===== src/rtl/usb_tx_pkg.sv =====
`default_nettype none
// ============================================================================
//  Module      : usb_tx_pkg
//  Description : Shared types and constants for the USB TX packet path:
//                sequencer state codes (decoded by the packet compiler),
//                packet types, PID bytes, SYNC pattern and the USB CRC16
//                constants plus a byte-wide CRC16 step function.
//  Revision    : 1.0 - initial release
// ============================================================================
package usb_tx_pkg;

    // State codes are visible on c_state_TX and decoded by the packet compiler.
    typedef enum logic [2:0] {
        ST_IDLE    = 3'd0,
        ST_SYNC    = 3'd1,
        ST_PID     = 3'd2,
        ST_DATA_TX = 3'd3,
        ST_CRC_LO  = 3'd4,
        ST_CRC_HI  = 3'd5,
        ST_EOP     = 3'd6,
        ST_DONE    = 3'd7
    } tx_state_t;

    typedef enum logic [2:0] {
        PKT_DATA0 = 3'd0,
        PKT_DATA1 = 3'd1,
        PKT_ACK   = 3'd2,
        PKT_NAK   = 3'd3,
        PKT_STALL = 3'd4
    } tx_packet_t;

    // Per-byte sub-phase inside DATA_TX: pop the buffer, capture the read
    // data one cycle later, then wait for the serializer to take it.
    typedef enum logic [1:0] {
        PH_POP  = 2'd0,
        PH_CAP  = 2'd1,
        PH_WAIT = 2'd2
    } data_phase_t;

    localparam logic [7:0] c_PID_DATA0 = 8'hC3;
    localparam logic [7:0] c_PID_DATA1 = 8'h4B;
    localparam logic [7:0] c_PID_ACK   = 8'hD2;
    localparam logic [7:0] c_PID_NAK   = 8'h5A;
    localparam logic [7:0] c_PID_STALL = 8'h1E;

    localparam logic [7:0] c_SYNC_BYTE = 8'h80;

    function automatic logic [15:0] reflect16(input logic [15:0] val);
        logic [15:0] r;
        r = '0;
        for (int i = 0; i < 16; i++) begin
            r[i] = val[15-i];
        end
        return r;
    endfunction

    localparam logic [15:0] c_CRC16_POLY      = 16'h8005;
    // Bits go out LSB first, so the register shifts right with the
    // bit-reversed polynomial.
    localparam logic [15:0] c_CRC16_POLY_REFL = reflect16(c_CRC16_POLY);
    localparam logic [15:0] c_CRC16_INIT      = 16'hFFFF;
    // Register value left after running a good packet's CRC through the
    // (uncomplemented) reflected register.
    localparam logic [15:0] c_CRC16_RESIDUAL  = 16'hB001;

    function automatic logic [7:0] pid_byte(input tx_packet_t pkt);
        case (pkt)
            PKT_DATA0: return c_PID_DATA0;
            PKT_DATA1: return c_PID_DATA1;
            PKT_ACK:   return c_PID_ACK;
            PKT_NAK:   return c_PID_NAK;
            default:   return c_PID_STALL;
        endcase
    endfunction

    function automatic logic is_data_pkt(input tx_packet_t pkt);
        return (pkt == PKT_DATA0) || (pkt == PKT_DATA1);
    endfunction

    // One byte through the reflected CRC16 register, LSB of the byte first.
    function automatic logic [15:0] crc16_next(input logic [15:0] crc,
                                               input logic [7:0]  data);
        logic [15:0] c;
        c = crc;
        for (int i = 0; i < 8; i++) begin
            if (c[0] ^ data[i]) begin
                c = (c >> 1) ^ c_CRC16_POLY_REFL;
            end else begin
                c = c >> 1;
            end
        end
        return c;
    endfunction

endpackage
`default_nettype wire


===== src/rtl/usb_tx_sequencer_if.sv =====
`default_nettype none
// ============================================================================
//  Module      : usb_tx_sequencer_if
//  Description : Handshake/bus bundle around the TX sequencer.
//                master : protocol/endpoint logic, TX buffer, serializer and
//                         encoder side (drives requests, data, acks).
//                slave  : the sequencer itself.
//  Ports       : TX_Start, TX_Packet[2:0], Buffer_Occupancy[6:0],
//                TX_Packet_Data[7:0], byte_ack, eop_done   (to sequencer)
//                byte_TX[7:0], byte_ready_TX, c_state_TX[2:0],
//                Get_TX_Packet_Data, eop_req, TX_Transfer_Active, TX_Error,
//                payload_count[6:0]                        (from sequencer)
//  Revision    : 1.0 - initial release
// ============================================================================
interface usb_tx_sequencer_if;

    logic       TX_Start;
    logic [2:0] TX_Packet;
    logic [6:0] Buffer_Occupancy;
    logic [7:0] TX_Packet_Data;
    logic       byte_ack;
    logic       eop_done;

    logic [7:0] byte_TX;
    logic       byte_ready_TX;
    logic [2:0] c_state_TX;
    logic       Get_TX_Packet_Data;
    logic       eop_req;
    logic       TX_Transfer_Active;
    logic       TX_Error;
    logic [6:0] payload_count;

    modport master (
        output TX_Start, TX_Packet, Buffer_Occupancy, TX_Packet_Data,
               byte_ack, eop_done,
        input  byte_TX, byte_ready_TX, c_state_TX, Get_TX_Packet_Data,
               eop_req, TX_Transfer_Active, TX_Error, payload_count
    );

    modport slave (
        input  TX_Start, TX_Packet, Buffer_Occupancy, TX_Packet_Data,
               byte_ack, eop_done,
        output byte_TX, byte_ready_TX, c_state_TX, Get_TX_Packet_Data,
               eop_req, TX_Transfer_Active, TX_Error, payload_count
    );

endinterface
`default_nettype wire


===== src/rtl/usb_crc16.sv =====
`default_nettype none
// ============================================================================
//  Module      : usb_crc16
//  Description : Running USB CRC16 register, one byte per enabled cycle.
//                Holds the raw (uncomplemented) reflected remainder.
//  Ports       : clk, rst     - clock, synchronous active-high reset
//                i_clr        - return the register to the init value
//                i_en         - fold i_data into the CRC this cycle
//                i_data[7:0]  - byte to fold in
//                o_crc[15:0]  - current raw remainder
//  Revision    : 1.0 - initial release
// ============================================================================
module usb_crc16
    import usb_tx_pkg::*;
(
    input  logic        clk,
    input  logic        rst,
    input  logic        i_clr,
    input  logic        i_en,
    input  logic [7:0]  i_data,
    output logic [15:0] o_crc
);

    logic [15:0] r_crc;

    always_ff @(posedge clk) begin
        if (rst || i_clr) begin
            r_crc <= c_CRC16_INIT;
        end else if (i_en) begin
            r_crc <= crc16_next(r_crc, i_data);
        end
    end

    assign o_crc = r_crc;

endmodule
`default_nettype wire


===== src/rtl/usb_tx_sequencer.sv =====
`default_nettype none
// ============================================================================
//  Module      : usb_tx_sequencer
//  Description : Packet-level USB TX controller. Sequences SYNC, PID,
//                payload, CRC16 and EOP towards the packet compiler and
//                serializer, pulling payload bytes from the TX buffer.
//  Ports       : clk  - system clock
//                rst  - synchronous active-high reset (abandons any packet)
//                bus  - usb_tx_sequencer_if.slave: request/type/occupancy,
//                       buffer pop and data, byte strobe/ack, EOP req/done,
//                       state code, activity, error and payload count
//  Revision    : 1.0 - initial release
// ============================================================================
module usb_tx_sequencer
    import usb_tx_pkg::*;
#(
    parameter int         MAX_PAYLOAD = 64,
    parameter logic [7:0] SYNC_BYTE   = usb_tx_pkg::c_SYNC_BYTE
) (
    input  logic              clk,
    input  logic              rst,
    usb_tx_sequencer_if.slave bus
);

    localparam logic [6:0] c_MAX_OCC = 7'(MAX_PAYLOAD);

    tx_state_t   r_state,  w_state;
    data_phase_t r_phase,  w_phase;
    tx_packet_t  r_type,   w_type;
    logic [6:0]  r_occ,    w_occ;
    logic [6:0]  r_count,  w_count;
    logic [7:0]  r_byte,   w_byte;
    logic        r_strobe, w_strobe;
    logic        r_get,    w_get;
    logic        r_error,  w_error;

    logic        w_crc_clr;
    logic        w_crc_en;
    logic [15:0] w_crc_raw;
    logic [15:0] w_crc_tx;
    logic [6:0]  w_count_inc;
    logic        w_req_legal;
    logic        w_req_is_data;
    logic        w_req_ok;

    usb_crc16 u_crc16 (
        .clk    (clk),
        .rst    (rst),
        .i_clr  (w_crc_clr),
        .i_en   (w_crc_en),
        .i_data (bus.TX_Packet_Data),
        .o_crc  (w_crc_raw)
    );

    // The wire format carries the complemented remainder.
    assign w_crc_tx = ~w_crc_raw;

    assign w_count_inc   = r_count + 7'd1;
    assign w_req_legal   = (bus.TX_Packet <= PKT_STALL);
    assign w_req_is_data = (bus.TX_Packet == PKT_DATA0) || (bus.TX_Packet == PKT_DATA1);
    assign w_req_ok      = w_req_legal && !(w_req_is_data && (bus.Buffer_Occupancy > c_MAX_OCC));

    always_ff @(posedge clk) begin
        if (rst) begin
            r_state  <= ST_IDLE;
            r_phase  <= PH_POP;
            r_type   <= PKT_DATA0;
            r_occ    <= '0;
            r_count  <= '0;
            r_byte   <= '0;
            r_strobe <= 1'b0;
            r_get    <= 1'b0;
            r_error  <= 1'b0;
        end else begin
            r_state  <= w_state;
            r_phase  <= w_phase;
            r_type   <= w_type;
            r_occ    <= w_occ;
            r_count  <= w_count;
            r_byte   <= w_byte;
            r_strobe <= w_strobe;
            r_get    <= w_get;
            r_error  <= w_error;
        end
    end

    // Strobes (byte_ready_TX, Get_TX_Packet_Data, TX_Error) default low so
    // each is a single-cycle pulse; byte_TX holds until overwritten.
    always_comb begin
        w_state   = r_state;
        w_phase   = r_phase;
        w_type    = r_type;
        w_occ     = r_occ;
        w_count   = r_count;
        w_byte    = r_byte;
        w_strobe  = 1'b0;
        w_get     = 1'b0;
        w_error   = 1'b0;
        w_crc_clr = 1'b0;
        w_crc_en  = 1'b0;

        case (r_state)
            ST_IDLE: begin
                if (bus.TX_Start) begin
                    if (w_req_ok) begin
                        w_type   = tx_packet_t'(bus.TX_Packet);
                        w_occ    = bus.Buffer_Occupancy;
                        w_state  = ST_SYNC;
                        w_byte   = SYNC_BYTE;
                        w_strobe = 1'b1;
                    end else begin
                        w_error  = 1'b1;
                    end
                end
            end

            ST_SYNC: begin
                if (bus.byte_ack) begin
                    w_state  = ST_PID;
                    w_byte   = pid_byte(r_type);
                    w_strobe = 1'b1;
                end
            end

            ST_PID: begin
                if (bus.byte_ack) begin
                    if (!is_data_pkt(r_type)) begin
                        w_state = ST_EOP;
                    end else if (r_occ == 7'd0) begin
                        w_state  = ST_CRC_LO;
                        w_byte   = w_crc_tx[7:0];
                        w_strobe = 1'b1;
                    end else begin
                        w_state = ST_DATA_TX;
                        w_phase = PH_POP;
                        w_get   = 1'b1;
                    end
                end
            end

            ST_DATA_TX: begin
                case (r_phase)
                    PH_POP: begin
                        // Pop is on the bus this cycle; data arrives next.
                        w_phase = PH_CAP;
                    end
                    PH_CAP: begin
                        w_byte   = bus.TX_Packet_Data;
                        w_strobe = 1'b1;
                        w_crc_en = 1'b1;
                        w_phase  = PH_WAIT;
                    end
                    default: begin
                        if (bus.byte_ack) begin
                            w_count = w_count_inc;
                            if (w_count_inc == r_occ) begin
                                // CRC already includes this byte (folded in at capture).
                                w_state  = ST_CRC_LO;
                                w_byte   = w_crc_tx[7:0];
                                w_strobe = 1'b1;
                            end else begin
                                w_phase = PH_POP;
                                w_get   = 1'b1;
                            end
                        end
                    end
                endcase
            end

            ST_CRC_LO: begin
                if (bus.byte_ack) begin
                    w_state  = ST_CRC_HI;
                    w_byte   = w_crc_tx[15:8];
                    w_strobe = 1'b1;
                end
            end

            ST_CRC_HI: begin
                if (bus.byte_ack) begin
                    w_state = ST_EOP;
                end
            end

            ST_EOP: begin
                if (bus.eop_done) begin
                    w_state = ST_DONE;
                end
            end

            default: begin
                w_state   = ST_IDLE;
                w_phase   = PH_POP;
                w_count   = '0;
                w_byte    = '0;
                w_crc_clr = 1'b1;
            end
        endcase
    end

    assign bus.byte_TX            = r_byte;
    assign bus.byte_ready_TX      = r_strobe;
    assign bus.c_state_TX         = r_state;
    assign bus.Get_TX_Packet_Data = r_get;
    assign bus.eop_req            = (r_state == ST_EOP);
    assign bus.TX_Transfer_Active = (r_state != ST_IDLE);
    assign bus.TX_Error           = r_error;
    assign bus.payload_count      = r_count;

endmodule
`default_nettype wire


===== src/flat_wrapper.sv =====
// flat-port wrapper written by rule: the top's interface ports become plain ports
module usb_tx_sequencer_flat import usb_tx_pkg::*;
#(
    parameter int         MAX_PAYLOAD = 64,
    parameter logic [7:0] SYNC_BYTE   = usb_tx_pkg::c_SYNC_BYTE
)
  (clk, rst, bus_TX_Start, bus_TX_Packet, bus_Buffer_Occupancy, bus_TX_Packet_Data, bus_byte_ack, bus_eop_done, bus_byte_TX, bus_byte_ready_TX, bus_c_state_TX, bus_Get_TX_Packet_Data, bus_eop_req, bus_TX_Transfer_Active, bus_TX_Error, bus_payload_count);
  usb_tx_sequencer_if bus_i ();
  input  logic clk;
  input  logic rst;
  input wire logic [$bits(bus_i.TX_Start)-1:0] bus_TX_Start;
  input wire logic [$bits(bus_i.TX_Packet)-1:0] bus_TX_Packet;
  input wire logic [$bits(bus_i.Buffer_Occupancy)-1:0] bus_Buffer_Occupancy;
  input wire logic [$bits(bus_i.TX_Packet_Data)-1:0] bus_TX_Packet_Data;
  input wire logic [$bits(bus_i.byte_ack)-1:0] bus_byte_ack;
  input wire logic [$bits(bus_i.eop_done)-1:0] bus_eop_done;
  output wire logic [$bits(bus_i.byte_TX)-1:0] bus_byte_TX;
  output wire logic [$bits(bus_i.byte_ready_TX)-1:0] bus_byte_ready_TX;
  output wire logic [$bits(bus_i.c_state_TX)-1:0] bus_c_state_TX;
  output wire logic [$bits(bus_i.Get_TX_Packet_Data)-1:0] bus_Get_TX_Packet_Data;
  output wire logic [$bits(bus_i.eop_req)-1:0] bus_eop_req;
  output wire logic [$bits(bus_i.TX_Transfer_Active)-1:0] bus_TX_Transfer_Active;
  output wire logic [$bits(bus_i.TX_Error)-1:0] bus_TX_Error;
  output wire logic [$bits(bus_i.payload_count)-1:0] bus_payload_count;
  assign bus_i.TX_Start = bus_TX_Start;
  assign bus_i.TX_Packet = bus_TX_Packet;
  assign bus_i.Buffer_Occupancy = bus_Buffer_Occupancy;
  assign bus_i.TX_Packet_Data = bus_TX_Packet_Data;
  assign bus_i.byte_ack = bus_byte_ack;
  assign bus_i.eop_done = bus_eop_done;
  assign bus_byte_TX = bus_i.byte_TX;
  assign bus_byte_ready_TX = bus_i.byte_ready_TX;
  assign bus_c_state_TX = bus_i.c_state_TX;
  assign bus_Get_TX_Packet_Data = bus_i.Get_TX_Packet_Data;
  assign bus_eop_req = bus_i.eop_req;
  assign bus_TX_Transfer_Active = bus_i.TX_Transfer_Active;
  assign bus_TX_Error = bus_i.TX_Error;
  assign bus_payload_count = bus_i.payload_count;
  usb_tx_sequencer #(.MAX_PAYLOAD(MAX_PAYLOAD), .SYNC_BYTE(SYNC_BYTE)) u_core (.clk(clk), .rst(rst), .bus(bus_i));
endmodule

===== config.mk =====
export PLATFORM = sky130hd
export DESIGN_NAME = usb_tx_sequencer_flat
export DESIGN_NICKNAME = d
export VERILOG_FILES = /design/src/rtl/usb_tx_pkg.sv /design/src/rtl/usb_tx_sequencer_if.sv /design/src/rtl/usb_crc16.sv /design/src/rtl/usb_tx_sequencer.sv /design/src/flat_wrapper.sv
export SDC_FILE = /design/constraint.sdc
export NUM_CORES = 1
export LEC_CHECK = 0
export ABC_CLOCK_PERIOD_IN_PS = 3060
export BUFFER_PORTS_ARGS = -buffer_cell sky130_fd_sc_hd__buf_2
export CAP_MARGIN = 20
export CORE_MARGIN = 8
export CORE_UTILIZATION = 57
export CTS_CLUSTER_SIZE = 28
export DETAILED_ROUTE_END_ITERATION = 7
export PLACE_DENSITY_LB_ADDON = 0.08
export SETUP_SLACK_MARGIN = 0.4
export SYNTH_ARGS = -nofsm -noshare
export SYNTH_HDL_FRONTEND = slang
export SYNTH_HIERARCHICAL = 1
export SYNTH_SLANG_ARGS = --single-unit

===== constraint.sdc =====
create_clock -name clk -period 3.06 [get_ports clk]
set_clock_uncertainty 0.2 [all_clocks]
set_input_delay 0 -clock clk [delete_from_list [all_inputs] [get_ports clk]]
set_output_delay 0 -clock clk [all_outputs]
set_load 0.02 [all_outputs]

==> reports/qor.txt <==
clk sinks -> 49
vias in the first global route -> 2,638
outcome -> completed
filler cell count -> 419
initial cell density of the core -> 59.06%
clock transition at the registers of the reported paths -> 0.09 ns
vias -> 2,888
HPWL Detailed -> 5.802 mm
Final Hold Viols -> 0
capturing point of the worst reg2reg path -> u_core/bus.byte_TX[6]
post-synth top area share -> 32.32%
worst min path class -> in -> reg
Pre-antenna DRT Iters -> 5
DR WL/cell -> 16.66 um
setup TNS -> 0 ns
worst skew pair latency -> 0.30 ns
max-cap viol count -> 0
RSZ-0062 raised after global routing -> false
Yosys warnings -> 6
Mapped Area -> 0.003035 mm^2
Die Ht -> 88.98 um
reg2reg path depth -> 8
peak supply drop -> 0.3386 mV
fin crit share -> 85.06%
# IOs -> 46
DRC errors left -> 0
first-pass GRT wire length -> 13.10 mm
share of flip-flops with an asynchronous set or reset -> 0%
crit path from -> u_core/bus.payload_count[0]
WP data arrival -> 2.63 ns
die area -> 0.007917 mm^2
H-tree levels -> 2
FP Rows -> 26
minimum clock period -> 2.603 ns
Rel. slew slack -> 56.13%
Layout area overhead -> 19.83%
vias per inst -> 5.930
end of the critical path -> u_core/bus.byte_TX[6]
TritonCTS clock tree -> yes
Port-buffer cells -> 45
Post-Synthesis Cells -> 360
Avg Cell Area, Syn -> 8.432 um^2
post-route cell area -> 0.003637 mm^2
GRT Util Overall -> 21.06%
drt first-iter violations -> 214
initial antenna violation count -> 0
final core occ -> 70.76%
share of cells above drive strength 1 -> 22.06%
Setup crit start kind -> flip-flop
WP data required -> 3.09 ns
Die W -> 88.98 um
final setup fails -> 0
GRT overflow -> 0
register area share after synthesis -> 32.32%
Syn Nets -> 384
Slew @ Worst Pin -> 0.6580 ns
Crit Path Class -> reg -> reg
final worst setup slack -> 0.4571 ns
clock buffer count from CTS -> 5
ant diodes -> 0
most frequent cell after synthesis -> dfxtp_1
Netlist cell types -> 64
Nets -> 441
FF+latch count, synth -> 49
Top FF cell, synth -> dfxtp_1
pwr dens -> 539.9 mW/mm^2
most frequent cells after synthesis -> dfxtp_1 (49), nor2_1 (37), nand2_1 (28)
clk buf depth -> 2
antenna viol nets, final -> 0
Final Max Slew Viols -> 0
Cell Area, Placed -> 0.003328 mm^2
Leakage -> 1.450 nW
WL final -> 8.112 mm
CORE AREA -> 0.005140 mm^2
pin count of the biggest net entering global routing -> 37
dpl ws -> 0.3324 ns
root buffer cell -> clkbuf_8
Post-synth EDFFs -> 0
Max Clk Rate -> 384.2 MHz
Final Total Pwr -> 1.964 mW
GP Congestion -> 0.9246
synth top area cells -> dfxtp_1 (32%), mux2i_1 (5.3%), nor2_1 (4.6%)
R2R setup slack -> 0.46 ns
area leader, netlist -> dfxtp_1
CP Capture Type -> flip-flop
CP Max Fanout -> 7
Reg-to-Reg Start -> u_core/bus.payload_count[0]
[power breakdown]
part,switching (mW),total [mW],internal (mW)
clock,0.199,0.378,0.180
combinational,0.491,0.818,0.328
sequential,0.0738,0.767,0.694
[routing by layer]
layer / part of all wire, % / track usage [%] / up-vias
li1: - / - / 1419
met1: 46 / 28.28 / 1357
met2: 45 / 33.09 / 101
met3: 7.2 / 4.596 / 11
met4: 1.2 / 5.740 / 0
met5: 0 / 0 / -
[cell families (layout without fill, tap and decap cells)]
family                     after synthesis  count (layout)  synth area share (%)
and+or+nand+nor                        129             129                 21.56
AOI/OAI and AO/OA                      104             104                 22.30
DFF                                     49              49                 32.32
xor gates and xnor gates                31              31                 14.06
buffers and inverters                   30              87                 4.081
muxes                                   16              16                 5.276
adders and majority gates                1               1                0.4121
[critical path, stage by stage, from the launching register on]
cell and delay, ns:
dfxtp_4 0.40, ha_4 0.18, nand3_4 0.10, or3_4 0.41, a211oi_4 0.36, a31oi_4 0.17
buf_4 0.19, or4_1 0.39, a21oi_1 0.13
[worst min path at each step]
stage	from	end	slack, ns	depth (start not counted)
after floorplan	bus_TX_Start	u_core/bus.TX_Error	-0.06	2
after detailed placement	bus_TX_Packet[0]	u_core/r_type[0]	0.05	3
final	bus_TX_Packet_Data[2]	u_core/u_crc16/o_crc[8]	0.002	5
after global placement	bus_TX_Packet[0]	u_core/r_type[0]	0.05	3
after global routing	bus_TX_Packet_Data[0]	u_core/bus.byte_TX[0]	0.02	4
after CTS	bus_TX_Packet_Data[2]	u_core/u_crc16/o_crc[8]	0.002	5
[what timing repair did]
| item | 4_1_cts | 5_1_grt |
|---|---|---|
| resized for setup | 2 | 11 |
| buffers inserted | 0 | 6 |
| hold buffers | 13 | 0 |
| endpoints found under the setup margin | 5 | 6 |
| endpoints found under the hold margin | 15 | 0 |
| pin swaps | 1 | 2 |
| gates cloned | 0 | 0 |
[sequential cells by signal, summed over array words and instances (netlist names)]
| signal | cells |
|---|---|
| u_core/bus.TX_Error | 1 |
| u_core/r_type | 3 |
| u_core/r_phase | 2 |
| u_core/u_crc16/o_crc | 16 |
| u_core/bus.byte_ready_TX | 1 |
| u_core/bus.Get_TX_Packet_Data | 1 |
| u_core/bus.byte_TX | 8 |
| u_core/bus.payload_count | 7 |
| u_core/r_occ | 7 |
| u_core/bus.c_state_TX | 3 |
[final cells by class]
cell class	count	area, um^2	share of cell area (%)
Clock buffer	7	86.33	2.374
Inverter	9	37.54	1.032
Multi-Input combinational cell	281	1969	54.15
Sequential cell	49	991.0	27.24
Tap cell	70	87.58	2.408
Timing Repair Buffer	71	465.4	12.80
[cell usage in the layout (no fill, tap or decap), types with 5 or more instances in the layout]
| master | n |
|---|---|
| nand2b_1 | 10 |
| nand2_1 | 28 |
| nand3_1 | 10 |
| nor2_1 | 36 |
| or4_1 | 8 |
| a21oi_1 | 27 |
| clkbuf_8 | 6 |
| inv_1 | 8 |
| nor4_1 | 5 |
| mux2i_1 | 16 |
| dfxtp_1 | 45 |
| buf_4 | 12 |
| xor2_1 | 7 |
| o22ai_1 | 8 |
| dlygate4sd3_1 | 13 |
| buf_2 | 45 |
| a31oi_1 | 6 |
| xnor2_1 | 11 |
| o21ai_0 | 25 |
| xnor2_2 | 5 |
| nor3_1 | 10 |
[per-stage QoR]
step                instances  hold WS [ns]
floorplan                 360      -0.06133
global placement          461       0.04537
detailed placement        461       0.05024
CTS                       481      0.001823
global route              487       0.02169
finish                    487      0.001536
(Power assumes the default switching activity.)
